===== src/rtl/tt_bitlogic_pkg.sv =====
// ---------------------------------------------------------------------------
// tt_bitlogic_pkg
// Shared definitions for the bit-logic accumulator: operation encodings,
// control/flag bit positions on the bidirectional bus, the fixed output-enable
// pattern and the per-bit operation helper.
// Optional feature macro used by the top: BITLOGIC_PARITY_EN.
// ---------------------------------------------------------------------------
package tt_bitlogic_pkg;

   typedef enum logic [1:0] {
      OP_OR   = 2'b00,
      OP_AND  = 2'b01,
      OP_XOR  = 2'b10,
      OP_LOAD = 2'b11
   } op_e;

   // uio_in control bit positions
   localparam int CTL_OP_LSB  = 0;
   localparam int CTL_APPLY   = 2;
   localparam int CTL_UNDO    = 3;
   localparam int CTL_CLEAR   = 4;

   // uio_out flag bit positions
   localparam int FLAG_ZERO   = 5;
   localparam int FLAG_EMPTY  = 6;
   localparam int FLAG_PARITY = 7;

   localparam logic [7:0] UIO_OE_VAL = 8'b1110_0000;

   // Full-byte operation; callers keep only the low WIDTH bits.
   function automatic logic [7:0] bitop(input op_e op, input logic [7:0] a,
                                        input logic [7:0] d);
      logic [7:0] r;
      unique case (op)
         OP_OR:   r = a | d;
         OP_AND:  r = a & d;
         OP_XOR:  r = a ^ d;
         default: r = d;
      endcase
      return r;
   endfunction

endpackage


===== src/rtl/tt_bitlogic_hist.sv =====
// ---------------------------------------------------------------------------
// tt_bitlogic_hist
// Undo history: circular LIFO of DEPTH entries, WIDTH bits each. A push onto a
// full history silently overwrites the oldest entry and the count stays at
// DEPTH. Flush empties the history without touching the storage.
// Ports:
//   clk_i    rising-edge clock
//   rst_ni   synchronous active-low reset (pointer and count only)
//   push_i   store din_i as the new top entry
//   pop_i    discard the top entry (ignored when empty)
//   flush_i  empty the history; dominates push/pop
//   din_i    value to push
//   dout_o   current top entry (valid when empty_o=0)
//   empty_o  history holds no entries
// ---------------------------------------------------------------------------
module tt_bitlogic_hist
   import tt_bitlogic_pkg::*;
#(
   parameter int WIDTH = 8,
   parameter int DEPTH = 4
) (
   input  logic             clk_i,
   input  logic             rst_ni,
   input  logic             push_i,
   input  logic             pop_i,
   input  logic             flush_i,
   input  logic [WIDTH-1:0] din_i,
   output logic [WIDTH-1:0] dout_o,
   output logic             empty_o
);

   localparam int PW = $clog2(DEPTH);
   localparam logic [PW:0] FULL_CNT = (PW+1)'(DEPTH);

   logic [WIDTH-1:0] mem_q [DEPTH];
   logic [PW-1:0]    wr_ptr_q, wr_ptr_d;
   logic [PW-1:0]    top_idx;
   logic [PW:0]      cnt_q, cnt_d;

   // DEPTH is a power of two, so the pointer wraps naturally; when full, the
   // write slot is exactly the oldest entry.
   assign top_idx = wr_ptr_q - PW'(1);
   assign dout_o  = mem_q[top_idx];
   assign empty_o = (cnt_q == '0);

   always_comb begin
      wr_ptr_d = wr_ptr_q;
      cnt_d    = cnt_q;
      if (flush_i) begin
         cnt_d = '0;
      end else if (push_i) begin
         wr_ptr_d = wr_ptr_q + PW'(1);
         if (cnt_q != FULL_CNT) cnt_d = cnt_q + 1'b1;
      end else if (pop_i && (cnt_q != '0)) begin
         wr_ptr_d = top_idx;
         cnt_d    = cnt_q - 1'b1;
      end
   end

   always_ff @(posedge clk_i) begin
      if (!rst_ni) begin
         wr_ptr_q <= '0;
         cnt_q    <= '0;
      end else begin
         wr_ptr_q <= wr_ptr_d;
         cnt_q    <= cnt_d;
      end
   end

   always_ff @(posedge clk_i) begin
      if (push_i && !flush_i) mem_q[wr_ptr_q] <= din_i;
   end

endmodule


===== src/rtl/tt_um_bitlogic_acc.sv =====
// ---------------------------------------------------------------------------
// tt_um_bitlogic_acc
// Bit-logic accumulator with undo history. Rising edges on the apply, undo
// and clear strobes act on ACC; priority is clear > apply > undo.
// Optional feature: define BITLOGIC_PARITY_EN to drive uio_out[7] with the
// registered XOR-reduction of ACC (otherwise tied to 0).
// Ports:
//   clk      rising-edge clock
//   rst_n    synchronous active-low reset
//   ena      power-good (unused)
//   ui_in    operand D, low WIDTH bits used
//   uio_in   [1:0] op, [2] apply, [3] undo, [4] clear
//   uo_out   ACC, zero-extended to 8 bits
//   uio_out  [5] zero, [6] history empty, [7] parity, [4:0] zero
//   uio_oe   constant output-enable pattern
// ---------------------------------------------------------------------------
module tt_um_bitlogic_acc
   import tt_bitlogic_pkg::*;
#(
   parameter int WIDTH = 8,
   parameter int DEPTH = 4
) (
   input  logic       clk,
   input  logic       rst_n,
   input  logic       ena,
   input  logic [7:0] ui_in,
   input  logic [7:0] uio_in,
   output logic [7:0] uo_out,
   output logic [7:0] uio_out,
   output logic [7:0] uio_oe
);

   logic [WIDTH-1:0] acc_q, acc_d;
   logic [WIDTH-1:0] res, hist_top;
   logic [7:0]       res8;
   logic [2:0]       strb_now, strb_q, edge_w;
   logic             arm_q;
   logic             do_clr, do_app, do_pop, hist_empty;
   logic             zero_q, parity;
   logic             unused_ok;

   assign unused_ok = ^{ena, uio_in[7:5], ui_in, res8};

   // Strobe order in the vector: {clear, undo, apply}
   assign strb_now = {uio_in[CTL_CLEAR], uio_in[CTL_UNDO], uio_in[CTL_APPLY]};

   // arm_q masks the first cycle after reset so a strobe held high through
   // reset release is not mistaken for a fresh edge.
   assign edge_w = strb_now & ~strb_q & {3{arm_q}};
   assign do_clr = edge_w[2];
   assign do_app = edge_w[0] & ~do_clr;
   assign do_pop = edge_w[1] & ~do_clr & ~edge_w[0] & ~hist_empty;

   assign res8 = bitop(op_e'(uio_in[CTL_OP_LSB +: 2]), 8'(acc_q), ui_in);
   assign res  = res8[WIDTH-1:0];

   always_comb begin
      acc_d = acc_q;
      if (do_clr)      acc_d = '0;
      else if (do_app) acc_d = res;
      else if (do_pop) acc_d = hist_top;
   end

   tt_bitlogic_hist #(
      .WIDTH (WIDTH),
      .DEPTH (DEPTH)
   ) u_hist (
      .clk_i   (clk),
      .rst_ni  (rst_n),
      .push_i  (do_app),
      .pop_i   (do_pop),
      .flush_i (do_clr),
      .din_i   (acc_q),
      .dout_o  (hist_top),
      .empty_o (hist_empty)
   );

   always_ff @(posedge clk) begin
      if (!rst_n) begin
         acc_q  <= '0;
         strb_q <= '0;
         arm_q  <= 1'b0;
         zero_q <= 1'b1;
      end else begin
         acc_q  <= acc_d;
         strb_q <= strb_now;
         arm_q  <= 1'b1;
         zero_q <= (acc_d == '0);
      end
   end

`ifdef BITLOGIC_PARITY_EN
   logic par_q;
   always_ff @(posedge clk) begin
      if (!rst_n) par_q <= 1'b0;
      else        par_q <= ^acc_d;
   end
   assign parity = par_q;
`else
   assign parity = 1'b0;
`endif

   always_comb begin
      uio_out              = '0;
      uio_out[FLAG_ZERO]   = zero_q;
      uio_out[FLAG_EMPTY]  = hist_empty;
      uio_out[FLAG_PARITY] = parity;
   end

   assign uo_out = 8'(acc_q);
   assign uio_oe = UIO_OE_VAL;

endmodule


===== config.mk =====
export PLATFORM = sky130hd
export DESIGN_NAME = tt_um_bitlogic_acc
export DESIGN_NICKNAME = d
export VERILOG_FILES = /design/src/rtl/tt_bitlogic_pkg.sv /design/src/rtl/tt_bitlogic_hist.sv /design/src/rtl/tt_um_bitlogic_acc.sv
export SDC_FILE = /design/constraint.sdc
export NUM_CORES = 1
export LEC_CHECK = 0
export CORE_ASPECT_RATIO = 0.5
export CORE_MARGIN = 2
export CORE_UTILIZATION = 44
export CTS_CLUSTER_SIZE = 30
export DETAILED_ROUTE_END_ITERATION = 10
export PLACE_DENSITY_LB_ADDON = 0.1
export SLEW_MARGIN = 20
export SYNTH_ARGS = -nofsm -noshare
export SYNTH_HDL_FRONTEND = slang
export SYNTH_HIERARCHICAL = 1
export SYNTH_SLANG_ARGS = --single-unit

===== constraint.sdc =====
create_clock -name clk -period 2.3 [get_ports clk]
set_input_delay 0.46 -clock clk [delete_from_list [all_inputs] [get_ports clk]]
set_output_delay 0.46 -clock clk [all_outputs]
set_load 0.05 [all_outputs]

==> flow_summary.toml <==
[synth]
synth-edff-count = 32
syn_area_sq_um = 2780
ys.warnings.count = 6
synth_flop_cell = "edfxtp_1"
ys_types = 47
async_flop_share_pct = 0
ys_ff_latch = 50
postSynthAreaPerCell_sq_um = 12.7
synth-seq-area-share_pct = 47.5
netlist_instances = 220

[clock_tree]
clock_latency_ns = 0.29
numCtsBuffers = 5
cts_tree = "done"
cts_hold_buf = 0
h-tree-depth = 2
path_clk_slew_ns = 0.07
cts_root_buffer = "clkbuf_16"
clkSinkCount = 50
clockBufferDepth = 2

[status]
outcome = "completed"

[critical_path]
worst-setup-path-type = "in -> reg"
end_kind = "flop"
r2r-start = "u_hist/wr_ptr_q[1]"
path_max_fanout = 2
required_ns = 2.50
startpoint = "ui_in[1]"
cp.arrival_ns = 2.42
start_kind = "input port"

[sta]
fin_crit_sh_pct = 96.5
setup_violations = 0
period_needed_ns = 2.22
drv_slew = 0
worst_slew_pin_slew_ns = 0.498
skew_ns = 0.00619
fin_ws_ns = 0.0808
maxSlewHeadroom_pct = 66.7
rsz0062_at_grt = "no"
tns_ns = 0
max_freq_mhz = 451
hold_violations = 0
timing.hold.ws_ns = 0.529

[detailed_routing]
firstDrtPassIters = 4
wl_um = 5800
wl_per_cell_um = 15.3
drc = 0
final_antenna_net_count = 0
via_count = 1891
routed_via_density = 4.99
initialDrtViolationCount = 121

[grt]
grt_max_degree = 19
antenna_found_initial = 0
grt_pass1_wl_um = 9170
gr-usage-all-layers_pct = 18.0
gr-total-overflow = 0
grt_pass1_vias = 1796

[power_and_ir_drop]
ir_drop_uv = 314
p_leak_nw = 1.49
pwr_density_cell_nw_per_um2 = 583
power_mw = 2.13

[cells_and_area]
final_cell_mix = "buf_4 (47), edfxtp_1 (32), inv_1 (30)"
antenna_cells = 0
fin_nets = 330
layoutNonFillerInstCount = 379
syn2layout_area_growth_pct = 30.9
drive_gt1_share_pct = 32.0
final_common_cell = "buf_4"

[place]
io_buffer_count = 24
dpl.hpwl_um = 4350
gp_congestion = 0.799
dp_slack_ns = -0.339
placedCellCount = 370

[floorplan]
core_sq_um = 6080
die_y_um = 60.2
die_width_um = 116
core.rowCount = 20
pin_count = 43
start_util_pct = 45.8
die_area_sq_um = 7020

[min_path]
hold_class = "reg -> reg"
worstHoldStart = "uo_out[3]"

[job]
max-cap-violations = 0
## final cells by class
type | count | area [sq um]
Clock buffer | 5 | 125
Clock inverter | 3 | 28.8
Fill cell | 499 | 2440
Inverter | 32 | 120
Multi-Input combinational cell | 127 | 1260
Sequential cell | 50 | 1330
Tap cell | 88 | 110
Timing Repair Buffer | 74 | 671
## per-layer routing
layer / GRT usage, % / up-vias / part of all wire, %
li1: - / 906 / -
met1: 25.4 / 930 / 48
met2: 28.6 / 50 / 47
met3: 3.85 / 5 / 4.5
met4: 4.59 / 0 / 0.95
met5: 0 / - / 0
## path summary, 6_finish.rpt
| path | cells past startpoint | slack (ns) | endpoint |
|---|---|---|---|
| setup / recovery | 7 | 0.08 | zero_q |
| hold / removal | 0 | 0.53 | u_hist/mem_q[3][3] |
| setup reg to reg | 7 | 0.14 | zero_q |
| hold reg to reg | 0 | 0.53 | u_hist/mem_q[3][3] |
## Yosys cell counts (all sizes together), types with 3 or more instances
library cell | number | area, sq um
nand3b | 3 | 22.5
inv | 30 | 113
nor2 | 11 | 48.8
nand2 | 5 | 18.8
and2 | 9 | 56.3
o2bb2ai | 4 | 35.0
dfxtp | 18 | 360
ha | 20 | 250
mux4 | 16 | 372
a21oi | 6 | 30.0
edfxtp | 32 | 961
buf | 21 | 164
o221ai | 4 | 35.0
o21ai | 3 | 15.0
## kinds of logic after synthesis
| family | synth area share (%) |
|---|---|
| buffers and inverters | 10.5 |
| DFF | 47.5 |
| and+or+nand+nor | 8.63 |
| AOI/OAI and AO/OA | 8.76 |
| adders and majority gates | 9.71 |
| muxes | 13.7 |
| xor gates and xnor gates | 0.944 |
| other | 0.270 |
## critical path: stages
cell and delay (ns):
clkdlybuf4s50_1 0.47, inv_1 0.05, ha_1 0.27, mux4_2 0.46
o2bb2ai_1 0.15, or2_4 0.24, o41ai_2 0.30
## power by group
group	internal (mW)	total [mW]	switching [mW]	leakage [nW]
logic	0.167	0.375	0.209	0.985
clock network	0.415	0.761	0.346	0.0759
registers	0.974	0.990	0.0157	0.428
total	1.56	2.13	0.571	1.49
## flip-flops by register name, summed over array words and instances (netlist names)
register         cells
arm_q                1
strb_q               3
u_hist/cnt_q         3
u_hist/mem_q        32
u_hist/wr_ptr_q      2
uo_out               8
zero_q               1
## metrics by stage
stage	instance area, sq um	utilization, %
3_5_place_dp	3430	56.3
5_1_grt	3640	59.9
2_1_floorplan	2840	-
6_report	3640	59.9
4_1_cts	3610	59.4
3_3_place_gp	3430	56.3
## repair_timing
item | in CTS | in global routing
setup buffers | 0 | 1
pin swaps | 3 | 5
setup endpoints to repair | 1 | 1
gates resized for setup | 7 | 8
Note: power is estimated with default switching activity, not from simulation.
